[src/rtl/fifo_pkg.sv]
// Shared defaults and occupancy state type for the FIFO pointer/flag controller.
package fifo_pkg;
    localparam int DEF_DEPTH    = 16;
    localparam int DEF_ADDR_W   = 4;
    localparam int DEF_AF_LEVEL = 14;
    localparam int DEF_AE_LEVEL = 2;

    typedef enum logic [1:0] {
        ST_EMPTY   = 2'd0,
        ST_PARTIAL = 2'd1,
        ST_FULL    = 2'd2
    } occ_state_t;
endpackage

[src/rtl/fifo_ram_ctrl_if.sv]
// Producer/consumer handshake plus RAM control and status bundle for fifo_ram_ctrl.
interface fifo_ram_ctrl_if
    import fifo_pkg::*;
#(
    parameter int ADDR_W = DEF_ADDR_W
);
    logic              push;
    logic              pop;
    logic              clr_err;
    logic              ram_we;
    logic              ram_re;
    logic [ADDR_W-1:0] ram_wr_addr;
    logic [ADDR_W-1:0] ram_rd_addr;
    logic              rd_valid;
    logic [ADDR_W:0]   count;
    logic              full;
    logic              empty;
    logic              almost_full;
    logic              almost_empty;
    logic              overflow;
    logic              underflow;

    modport master (
        output push, pop, clr_err,
        input  ram_we, ram_re, ram_wr_addr, ram_rd_addr, rd_valid, count,
               full, empty, almost_full, almost_empty, overflow, underflow
    );

    modport slave (
        input  push, pop, clr_err,
        output ram_we, ram_re, ram_wr_addr, ram_rd_addr, rd_valid, count,
               full, empty, almost_full, almost_empty, overflow, underflow
    );
endinterface

[src/rtl/fifo_ptr.sv]
// Modulo-2**ADDR_W address pointer with increment enable; wraps naturally.
module fifo_ptr #(
    parameter int ADDR_W = 4
) (
    input  logic              clk,
    input  logic              rst,
    input  logic              inc,
    output logic [ADDR_W-1:0] ptr
);
    always_ff @(posedge clk or posedge rst) begin
        if (rst) begin
            ptr <= '0;
        end else if (inc) begin
            ptr <= ptr + 1'b1;
        end
    end
endmodule

[src/rtl/fifo_ram_ctrl.sv]
// Pointer/flag controller driving a synchronous dual-port RAM as a FIFO.
//   state      | meaning
//   ST_EMPTY   | count == 0, pops rejected
//   ST_PARTIAL | 0 < count < DEPTH
//   ST_FULL    | count == DEPTH, pointers equal, pushes rejected
module fifo_ram_ctrl
    import fifo_pkg::*;
#(
    parameter int DEPTH    = DEF_DEPTH,
    parameter int ADDR_W   = DEF_ADDR_W,
    parameter int AF_LEVEL = DEF_AF_LEVEL,
    parameter int AE_LEVEL = DEF_AE_LEVEL
) (
    input  logic          clk,
    input  logic          rst,
    fifo_ram_ctrl_if.slave bus
);
    localparam logic [ADDR_W:0] CNT_MAX = (ADDR_W + 1)'(DEPTH);
    localparam logic [ADDR_W:0] CNT_AF  = (ADDR_W + 1)'(AF_LEVEL);
    localparam logic [ADDR_W:0] CNT_AE  = (ADDR_W + 1)'(AE_LEVEL);

    logic [ADDR_W-1:0] wr_ptr;
    logic [ADDR_W-1:0] rd_ptr;
    logic              wr_acc;
    logic              rd_acc;
    logic [ADDR_W:0]   count_q;
    logic [ADDR_W:0]   count_d;
    occ_state_t        state_q;
    occ_state_t        state_d;
    logic              af_q;
    logic              ae_q;
    logic              ovf_q;
    logic              unf_q;
    logic              rdv_q;
    logic              full;
    logic              empty;

    assign full  = (state_q == ST_FULL);
    assign empty = (state_q == ST_EMPTY);

    // RAM strobes are held off while reset is asserted, even with requests pending.
    assign wr_acc = bus.push & ~full  & ~rst;
    assign rd_acc = bus.pop  & ~empty & ~rst;

    fifo_ptr #(.ADDR_W(ADDR_W)) u_wr_ptr (
        .clk (clk),
        .rst (rst),
        .inc (wr_acc),
        .ptr (wr_ptr)
    );

    fifo_ptr #(.ADDR_W(ADDR_W)) u_rd_ptr (
        .clk (clk),
        .rst (rst),
        .inc (rd_acc),
        .ptr (rd_ptr)
    );

    always_comb begin
        count_d = count_q;
        case ({wr_acc, rd_acc})
            2'b10:   count_d = count_q + 1'b1;
            2'b01:   count_d = count_q - 1'b1;
            default: count_d = count_q;
        endcase
    end

    always_comb begin
        state_d = state_q;
        case (state_q)
            ST_EMPTY: begin
                if (wr_acc) state_d = ST_PARTIAL;
            end
            ST_PARTIAL: begin
                if (count_d == CNT_MAX)  state_d = ST_FULL;
                else if (count_d == '0)  state_d = ST_EMPTY;
            end
            ST_FULL: begin
                if (rd_acc) state_d = ST_PARTIAL;
            end
            default: state_d = ST_EMPTY;
        endcase
    end

    always_ff @(posedge clk or posedge rst) begin
        if (rst) begin
            state_q <= ST_EMPTY;
            count_q <= '0;
            af_q    <= 1'b0;
            ae_q    <= 1'b1;
            ovf_q   <= 1'b0;
            unf_q   <= 1'b0;
            rdv_q   <= 1'b0;
        end else begin
            state_q <= state_d;
            count_q <= count_d;
            af_q    <= (count_d >= CNT_AF);
            ae_q    <= (count_d <= CNT_AE);
            // A new error in the clearing cycle wins over clr_err.
            ovf_q   <= (bus.push & full)  | (ovf_q & ~bus.clr_err);
            unf_q   <= (bus.pop  & empty) | (unf_q & ~bus.clr_err);
            rdv_q   <= rd_acc;
        end
    end

    assign bus.ram_we       = wr_acc;
    assign bus.ram_re       = rd_acc;
    assign bus.ram_wr_addr  = wr_ptr;
    assign bus.ram_rd_addr  = rd_ptr;
    assign bus.rd_valid     = rdv_q;
    assign bus.count        = count_q;
    assign bus.full         = full;
    assign bus.empty        = empty;
    assign bus.almost_full  = af_q;
    assign bus.almost_empty = ae_q;
    assign bus.overflow     = ovf_q;
    assign bus.underflow    = unf_q;
endmodule
[src/flat_wrapper.sv]
// flat-port wrapper written by rule: the top's interface ports become plain ports
module fifo_ram_ctrl_flat import fifo_pkg::*;
#(
    parameter int DEPTH    = DEF_DEPTH,
    parameter int ADDR_W   = DEF_ADDR_W,
    parameter int AF_LEVEL = DEF_AF_LEVEL,
    parameter int AE_LEVEL = DEF_AE_LEVEL
)
  (clk, rst, bus_push, bus_pop, bus_clr_err, bus_ram_we, bus_ram_re, bus_ram_wr_addr, bus_ram_rd_addr, bus_rd_valid, bus_count, bus_full, bus_empty, bus_almost_full, bus_almost_empty, bus_overflow, bus_underflow);
  fifo_ram_ctrl_if #(.ADDR_W(ADDR_W)) bus_i ();
  input  logic clk;
  input  logic rst;
  input wire logic [$bits(bus_i.push)-1:0] bus_push;
  input wire logic [$bits(bus_i.pop)-1:0] bus_pop;
  input wire logic [$bits(bus_i.clr_err)-1:0] bus_clr_err;
  output wire logic [$bits(bus_i.ram_we)-1:0] bus_ram_we;
  output wire logic [$bits(bus_i.ram_re)-1:0] bus_ram_re;
  output wire logic [$bits(bus_i.ram_wr_addr)-1:0] bus_ram_wr_addr;
  output wire logic [$bits(bus_i.ram_rd_addr)-1:0] bus_ram_rd_addr;
  output wire logic [$bits(bus_i.rd_valid)-1:0] bus_rd_valid;
  output wire logic [$bits(bus_i.count)-1:0] bus_count;
  output wire logic [$bits(bus_i.full)-1:0] bus_full;
  output wire logic [$bits(bus_i.empty)-1:0] bus_empty;
  output wire logic [$bits(bus_i.almost_full)-1:0] bus_almost_full;
  output wire logic [$bits(bus_i.almost_empty)-1:0] bus_almost_empty;
  output wire logic [$bits(bus_i.overflow)-1:0] bus_overflow;
  output wire logic [$bits(bus_i.underflow)-1:0] bus_underflow;
  assign bus_i.push = bus_push;
  assign bus_i.pop = bus_pop;
  assign bus_i.clr_err = bus_clr_err;
  assign bus_ram_we = bus_i.ram_we;
  assign bus_ram_re = bus_i.ram_re;
  assign bus_ram_wr_addr = bus_i.ram_wr_addr;
  assign bus_ram_rd_addr = bus_i.ram_rd_addr;
  assign bus_rd_valid = bus_i.rd_valid;
  assign bus_count = bus_i.count;
  assign bus_full = bus_i.full;
  assign bus_empty = bus_i.empty;
  assign bus_almost_full = bus_i.almost_full;
  assign bus_almost_empty = bus_i.almost_empty;
  assign bus_overflow = bus_i.overflow;
  assign bus_underflow = bus_i.underflow;
  fifo_ram_ctrl #(.DEPTH(DEPTH), .ADDR_W(ADDR_W), .AF_LEVEL(AF_LEVEL), .AE_LEVEL(AE_LEVEL)) u_core (.clk(clk), .rst(rst), .bus(bus_i));
endmodule
[config.mk]
export PLATFORM = sky130hd
export DESIGN_NAME = fifo_ram_ctrl_flat
export DESIGN_NICKNAME = d
export VERILOG_FILES = /design/src/rtl/fifo_pkg.sv /design/src/rtl/fifo_ram_ctrl_if.sv /design/src/rtl/fifo_ptr.sv /design/src/rtl/fifo_ram_ctrl.sv /design/src/flat_wrapper.sv
export SDC_FILE = /design/constraint.sdc
export NUM_CORES = 1
export LEC_CHECK = 0
export BUFFER_PORTS_ARGS = -buffer_cell sky130_fd_sc_hd__buf_4
export CAP_MARGIN = 25
export CORE_MARGIN = 2
export CORE_UTILIZATION = 51
export DETAILED_ROUTE_END_ITERATION = 8
export PLACE_DENSITY_LB_ADDON = 0.12
export SETUP_SLACK_MARGIN = 0.4
export SLEW_MARGIN = 15
export SYNTH_ARGS = -nofsm -noshare
export SYNTH_HDL_FRONTEND = slang
export SYNTH_SLANG_ARGS = --single-unit
[constraint.sdc]
create_clock -name clk -period 3 [get_ports clk]
set_input_delay 0.6 -clock clk [delete_from_list [all_inputs] [get_ports clk]]
set_output_delay 0.6 -clock clk [all_outputs]
set_load 0.005 [all_outputs]
==> metrics.md, run 1 <==
| Metric | Value |
|---|---|
| Largest net degree at the start of global routing | `21` |
| Final setup fails | `0` |
| Worst R2R End | `u_core.state_q[1]$_DFFE_PP0P_` |
| Worst hold-check path type | `input port to async pin` |
| Post-DP HPWL | `1680 µm` |
| Fin Setup TNS | `0 ns` |
| Routed wire per std cell | `16.1 µm` |
| Post-Route Skew | `0.00296 ns` |
| First-pass GRT wire length | `3930 µm` |
| Drt drc | `0` |
| Worst Path Max Fanout | `6` |
| Most frequent cells in the layout | `37 x buf_4, 18 x dfrtp_1, 8 x nand2_1, 6 x xnor2_1` |
| Die Height | `49.6 µm` |
| Layout cells sized above 1 | `0.504` |
| IO buf count | `26` |
| Post-synth cell types | `35` |
| Pre-Repair DR Iteration Count | `4` |
| Setup crit start | `u_core.state_q[1]$_DFFE_PP0P_` |
| Antenna Diode Count | `0` |
| Layout Cells excl Fill | `162` |
| Via Count | `902` |
| Sequential area share after synthesis | `0.473` |
| Die ar. | `2460 µm²` |
| GR Util All Layers | `0.209` |
| Vias per inst | `5.57` |
| Mapped Nets | `106` |
| Final period util | `0.880` |
| Critical path required time | `3.25 ns` |
| Placed insts | `150` |
| Worst Tran Pin Value | `0.616 ns` |
| Headroom to the max-slew limit | `0.585` |
| Reg2reg path depth | `13` |
| CTS tree | `yes` |
| Crit path launch type | `flip-flop` |
| Routability cong. | `0.819` |
| EDFF count, synth | `0` |
| Total power | `1.68 mW` |
| Flops & latches, synth | `20` |
| CTS Buf Count | `3` |
| Slew Viols, Final | `0` |
| Async SR Flop Fraction | `1.00` |
| Max-cap violation count | `0` |
| Post-DRT Antenna Nets | `0` |
| Tmin final | `2.64 ns` |
| Die X | `49.6 µm` |
| Maximum clock insertion buffer count | `2` |
| Final net count | `147` |
| Fmax | `379 MHz` |
| Flop-to-flop setup slack | `0.36 ns` |
| Crit Path Category | `flip-flop to flip-flop` |
| RSZ-0062 raised after global routing | `true` |
| Clock sink total | `20` |
| Clk_lat worst skew | `0.30 ns` |
| Congestion Overflow GR | `0` |
| Area delta synth->final | `44.8%` |
| Commonest non-fill, non-tap cell in the layout | `buf_4` |
| R2R Path Start | `u_core.state_q[1]$_DFFE_PP0P_` |
| Peak supply drop | `0.000867 V` |
| Total Wirelength | `2610 µm` |
| Gate Count Post-Synth | `95` |
| Worst setup path end | `u_core.state_q[1]$_DFFE_PP0P_` |
| Setup crit end kind | `flip-flop` |
| Rows | `16` |
| Clock slew at reported path FFs | `0.12 ns` |
| H-tree levels | `1` |
| I/O Pins | `27` |
| Root buffer cell | `clkbuf_4` |
| Antenna violations before repair | `0` |
| Post-Syn Area | `1060 µm²` |
| Endpoints failing hold | `0` |
| Iter 0 DRT Violations | `11` |
| Critical path arrival | `2.89 ns` |
| Core Box Area | `1960 µm²` |
| Pwr Density | `1090 nW/µm²` |
| Synth Area per Inst | `11.2 µm²` |
| P_leak | `0.696 nW` |
| Vias in the first global route | `838` |
| YS warnings | `0` |
| Initial core utilization | `0.541` |
| Main synth FF type | `dfrtp_1` |
| Status | `completed` |
## registers in the layout (all words and copies together) (netlist names)
signal / flops
u_core.bus.almost_empty: 1
u_core.bus.rd_valid: 1
u_core.bus.overflow: 1
u_core.bus.almost_full: 1
u_core.bus.underflow: 1
u_core.u_rd_ptr.ptr: 4
u_core.state_q: 2
u_core.bus.count: 5
u_core.u_wr_ptr.ptr: 4
## how the worst min path moves through the flow
stage	startpoint	endpoint	slack [ns]	cells after the start
floorplan	rst	u_core.bus.almost_full$_DFF_PP0_	0.46	1
global placement	u_core.u_wr_ptr.ptr[3]$_DFFE_PP0P_	u_core.u_wr_ptr.ptr[3]$_DFFE_PP0P_	0.46	1
detailed placement	u_core.u_rd_ptr.ptr[3]$_DFFE_PP0P_	u_core.u_rd_ptr.ptr[3]$_DFFE_PP0P_	0.47	1
CTS	rst	u_core.bus.overflow$_DFF_PP0_	0.36	3
global route	rst	u_core.bus.count[2]$_DFF_PP0_	0.39	3
finish	rst	u_core.bus.count[2]$_DFF_PP0_	0.39	3
## critical path, cell delays in order, from the launching register on
cell and delay [ns]:
dfrtp_1 0.41, inv_2 0.09, nor2_4 0.05, nor3b_2 0.25, inv_2 0.09, ha_4 0.19, xor2_1 0.17, ha_2 0.22
a21oi_2 0.12, mux2i_1 0.24, xor2_1 0.26, buf_4 0.17, o311a_4 0.19, a32o_1 0.15
## stage by stage
step	hold slack [ns]	area [µm²]	setup WS [ns]	utilization
after floorplan	0.460	1120	0.123	-
after global placement	0.464	1370	0.240	0.697
after detailed placement	0.468	1370	0.216	0.697
after CTS	0.362	1440	0.396	0.733
after global routing	0.395	1540	0.210	0.783
final	0.385	1540	0.359	0.783
## logic make-up after synthesis
| group | Yosys count | synth area share |
|---|---|---|
| AND/OR/NAND/NOR | 27 | 0.154 |
| flip-flops | 20 | 0.473 |
| AO/OA/AOI/OAI | 16 | 0.119 |
| XOR/XNOR | 10 | 0.0825 |
| buffers and inverters | 10 | 0.0401 |
| multiplexers | 6 | 0.0601 |
| adder cells (fa/ha/maj) | 6 | 0.0708 |
## synth_stat cells, types with 2 or more instances
library cell,count,area (µm²)
dfrtp_1,19,475
nand2_1,9,33.8
inv_1,8,30.0
ha_1,6,75.1
xnor2_1,6,52.6
nor2_1,4,15.0
o21ai_0,4,20.0
xor2_1,4,35.0
mux2_2,3,33.8
mux2i_1,3,30.0
a21oi_1,2,10.0
nand4_1,2,12.5
nor2b_1,2,12.5
nor3b_1,2,15.0
## final cells by class
class | count | area (µm²)
multi-input cells | 65 | 623
repair buffers | 38 | 290
fillers | 132 | 425
clock inverters | 1 | 30.0
flip-flops and latches | 20 | 503
inverters | 8 | 33.8
clock buffers | 3 | 22.5
well taps | 27 | 33.8
## where the power goes
part	switching, mW	internal [mW]	total [mW]
clock network	0.0856	0.135	0.221
registers	0.160	0.400	0.560
logic	0.420	0.481	0.901
total	0.665	1.02	1.68
## timing repair
| item | CTS | global route |
|---|---|---|
| buffers inserted | 2 | 6 |
| pin swaps | 0 | 2 |
| hold buffers | 0 | 0 |
| resized for setup | 1 | 12 |
| endpoints found under the setup margin | 2 | 5 |
## layer usage
layer,track usage,wire length [µm],vias to the layer above,share of wire
met5,0,0,-,0
met3,0.0394,96,6,0.037
met4,0.0694,40,0,0.015
met1,0.262,1130,441,0.43
li1,-,-,427,-
met2,0.362,1350,28,0.52
Note: power is estimated with default switching activity, not from simulation.
==> run 2: changes to the inputs <==
PLACE_DENSITY = 0.77   (was default)
PLACE_DENSITY_LB_ADDON = default   (was 0.12)
==> run 2 against run 1 <==
Against the previous run: die area stayed put; combinational power decreased by 3.9%; sequential cell count unchanged; utilization decreased by 2.3 points; non-clock buffer count is 1 lower; fmax is 2.6% higher; critical endpoint unchanged; largest cell class unchanged; largest power group unchanged; highest routed layer unchanged.
==> metrics.md, run 2 (synthesis results as in run 1) <==
| Metric | Value |
|---|---|
| CTS tree | `yes` |
| Vias per inst | `5.52 (-0.94%)` |
| Vias in the first global route | `817 (-2.5%)` |
| Critical path arrival | `2.77 ns (-0.12 ns)` |
| Area delta synth->final | `40.6%` |
| Die X | `49.6 µm (unchanged)` |
| Worst Slack Setup Final | `0.427 ns (+0.0680 ns)` |
| # fillers | `145 (+9.8%)` |
| First-pass GRT wire length | `3570 µm (-9.1%)` |
| Cell Area, Placed | `1370 µm² (unchanged)` |
| Tmin final | `2.57 ns (-0.0680 ns)` |
| Hold buffers post-CTS | `0 (unchanged)` |
| Final hold slack | `0.377 ns (-0.00847 ns)` |
| Setup crit end kind | `flip-flop` |
| Root buffer cell | `clkbuf_4` |
| Crit path launch type | `flip-flop` |
| Final period util | `0.858 (-0.0227)` |
| Multi-input logic area | `618 µm² (-0.80%)` |
| Setup crit start | `u_core.state_q[0]$_DFFE_PP0P_` |
| Worst Path Max Fanout | `6 (unchanged)` |
| Core Box Area | `1960 µm² (unchanged)` |
| H-tree levels | `1 (unchanged)` |
| Pre-CTS setup slack | `0.185 ns (-0.0318 ns)` |
| Slew Viols, Final | `0 (unchanged)` |
| Rows | `16 (unchanged)` |
| Clock slew at reported path FFs | `0.11 ns (about the same)` |
| P_leak | `0.664 nW (-4.5%)` |
| Core Util, Final | `0.760 (-0.0230)` |
| Final net count | `146 (-0.68%)` |
| IO buf count | `26 (unchanged)` |
| Drt drc | `0 (unchanged)` |
| Layout cells sized above 1 | `0.470 (-0.0336)` |
| Worst Tran Pin Value | `0.389 ns (-0.227 ns)` |
| Initial core utilization | `0.541 (unchanged)` |
| Max reg flops | `5 (unchanged)` |
| CTS Buf Count | `3 (unchanged)` |
| Maximum clock insertion buffer count | `2 (unchanged)` |
| Antenna violations before repair | `0 (unchanged)` |
| Post-DP HPWL | `1660 µm (-1.1%)` |
| Routed wire per std cell | `15.3 µm (-5.4%)` |
| Clk_lat worst skew | `0.30 ns (about the same)` |
| Antenna Diode Count | `0 (unchanged)` |
| Most frequent cells in the layout | `37 x buf_4, 19 x dfrtp_1, 8 x nand2_1, 6 x xnor2_1` |
| Pwr Density | `1050 nW/µm² (-4.3%)` |
| Total Wirelength | `2460 µm (-6.0%)` |
| Via Count | `888 (-1.6%)` |
| Pre-Repair DR Iteration Count | `4 (unchanged)` |
| Fin Setup TNS | `0 ns (unchanged)` |
| Largest net degree at the start of global routing | `21 (unchanged)` |
| Fmax | `389 MHz (+2.6%)` |
| Critical path required time | `3.19 ns (-0.06 ns)` |
| Congestion Overflow GR | `0 (unchanged)` |
| Worst R2R End | `u_core.state_q[1]$_DFFE_PP0P_` |
| Endpoints failing hold | `0 (unchanged)` |
| Worst hold-check path type | `input port to async pin` |
| Clock sink total | `20 (unchanged)` |
| Post-Route Skew | `0.0102 ns (+0.00727 ns)` |
| Max-cap violation count | `0 (unchanged)` |
| Final setup fails | `0 (unchanged)` |
| Post-DRT Antenna Nets | `0 (unchanged)` |
| Flop-to-flop setup slack | `0.43 ns (+0.07 ns)` |
| Peak supply drop | `0.000683 V (-21%)` |
| GR Util All Layers | `0.191 (-0.0189)` |
| Crit Path Category | `flip-flop to flip-flop` |
| Fin area | `1490 µm² (-2.9%)` |
| Register Area | `502 µm² (-0.25%)` |
| Iter 0 DRT Violations | `16 (+5)` |
| Die Height | `49.6 µm (unchanged)` |
| Headroom to the max-slew limit | `0.739 (+0.154)` |
| Commonest non-fill, non-tap cell in the layout | `buf_4` |
| R2R Path Start | `u_core.state_q[0]$_DFFE_PP0P_` |
| Die ar. | `2460 µm² (unchanged)` |
| RSZ-0062 raised after global routing | `true` |
| Routability cong. | `0.800 (-2.2%)` |
| Status | `completed` |
| Reg2reg path depth | `10 (-3)` |
| I/O Pins | `27 (unchanged)` |
run 2: critical path, stage by stage (launching register included):
cell and delay [ns]:
dfrtp_1 0.46, nor2_1 0.32, nor2_4 0.07, ha_4 0.20
buf_4 0.14, buf_4 0.14, nand4bb_1 0.11, nand4_2 0.16
and4b_1 0.22, o311a_1 0.37, a32o_1 0.26
run 2: how the worst max path moves through the flow:
stage               slack, ns                            end
floorplan                0.12  u_core.state_q[1]$_DFFE_PP0P_
global placement         0.23  u_core.state_q[1]$_DFFE_PP0P_
detailed placement       0.18  u_core.state_q[1]$_DFFE_PP0P_
CTS                      0.39  u_core.state_q[1]$_DFFE_PP0P_
global route             0.31  u_core.state_q[1]$_DFFE_PP0P_
finish                   0.43  u_core.state_q[1]$_DFFE_PP0P_
run 2: timing repair:
item / in CTS / in global routing
setup endpoints to repair: 3 / 4
gates resized for setup: 3 / 9
buffers inserted: 1 / 6
pin swaps: 2 / 7
run 2: per-stage QoR:
step	total power, mW	std cells
after floorplan	0.989	95
after detailed placement	1.31	150
final	1.56	161
after global placement	1.28	150
after CTS	1.47	155
after global routing	1.66	161
run 2: report_power, final:
| part | internal (mW) | switching, mW | leakage, nW |
|---|---|---|---|
| combinational | 0.471 | 0.395 | 0.412 |
| clock | 0.0519 | 0.0807 | 0.0150 |
| sequential | 0.399 | 0.164 | 0.238 |
run 2: layer usage:
| layer | up-vias | part of all wire | track usage |
|---|---|---|---|
| met5 | - | 0 | 0 |
| li1 | 424 | - | - |
| met4 | 0 | 0.018 | 0.0972 |
| met1 | 438 | 0.42 | 0.233 |
| met2 | 21 | 0.53 | 0.331 |
| met3 | 5 | 0.032 | 0.0182 |
run 2: layout make-up:
class                   count  share of cell area
inverters                   8              0.0227
well taps                  27              0.0227
flip-flops and latches     20               0.336
clock buffers               4              0.0176
multi-input cells          65               0.414
repair buffers             37               0.186
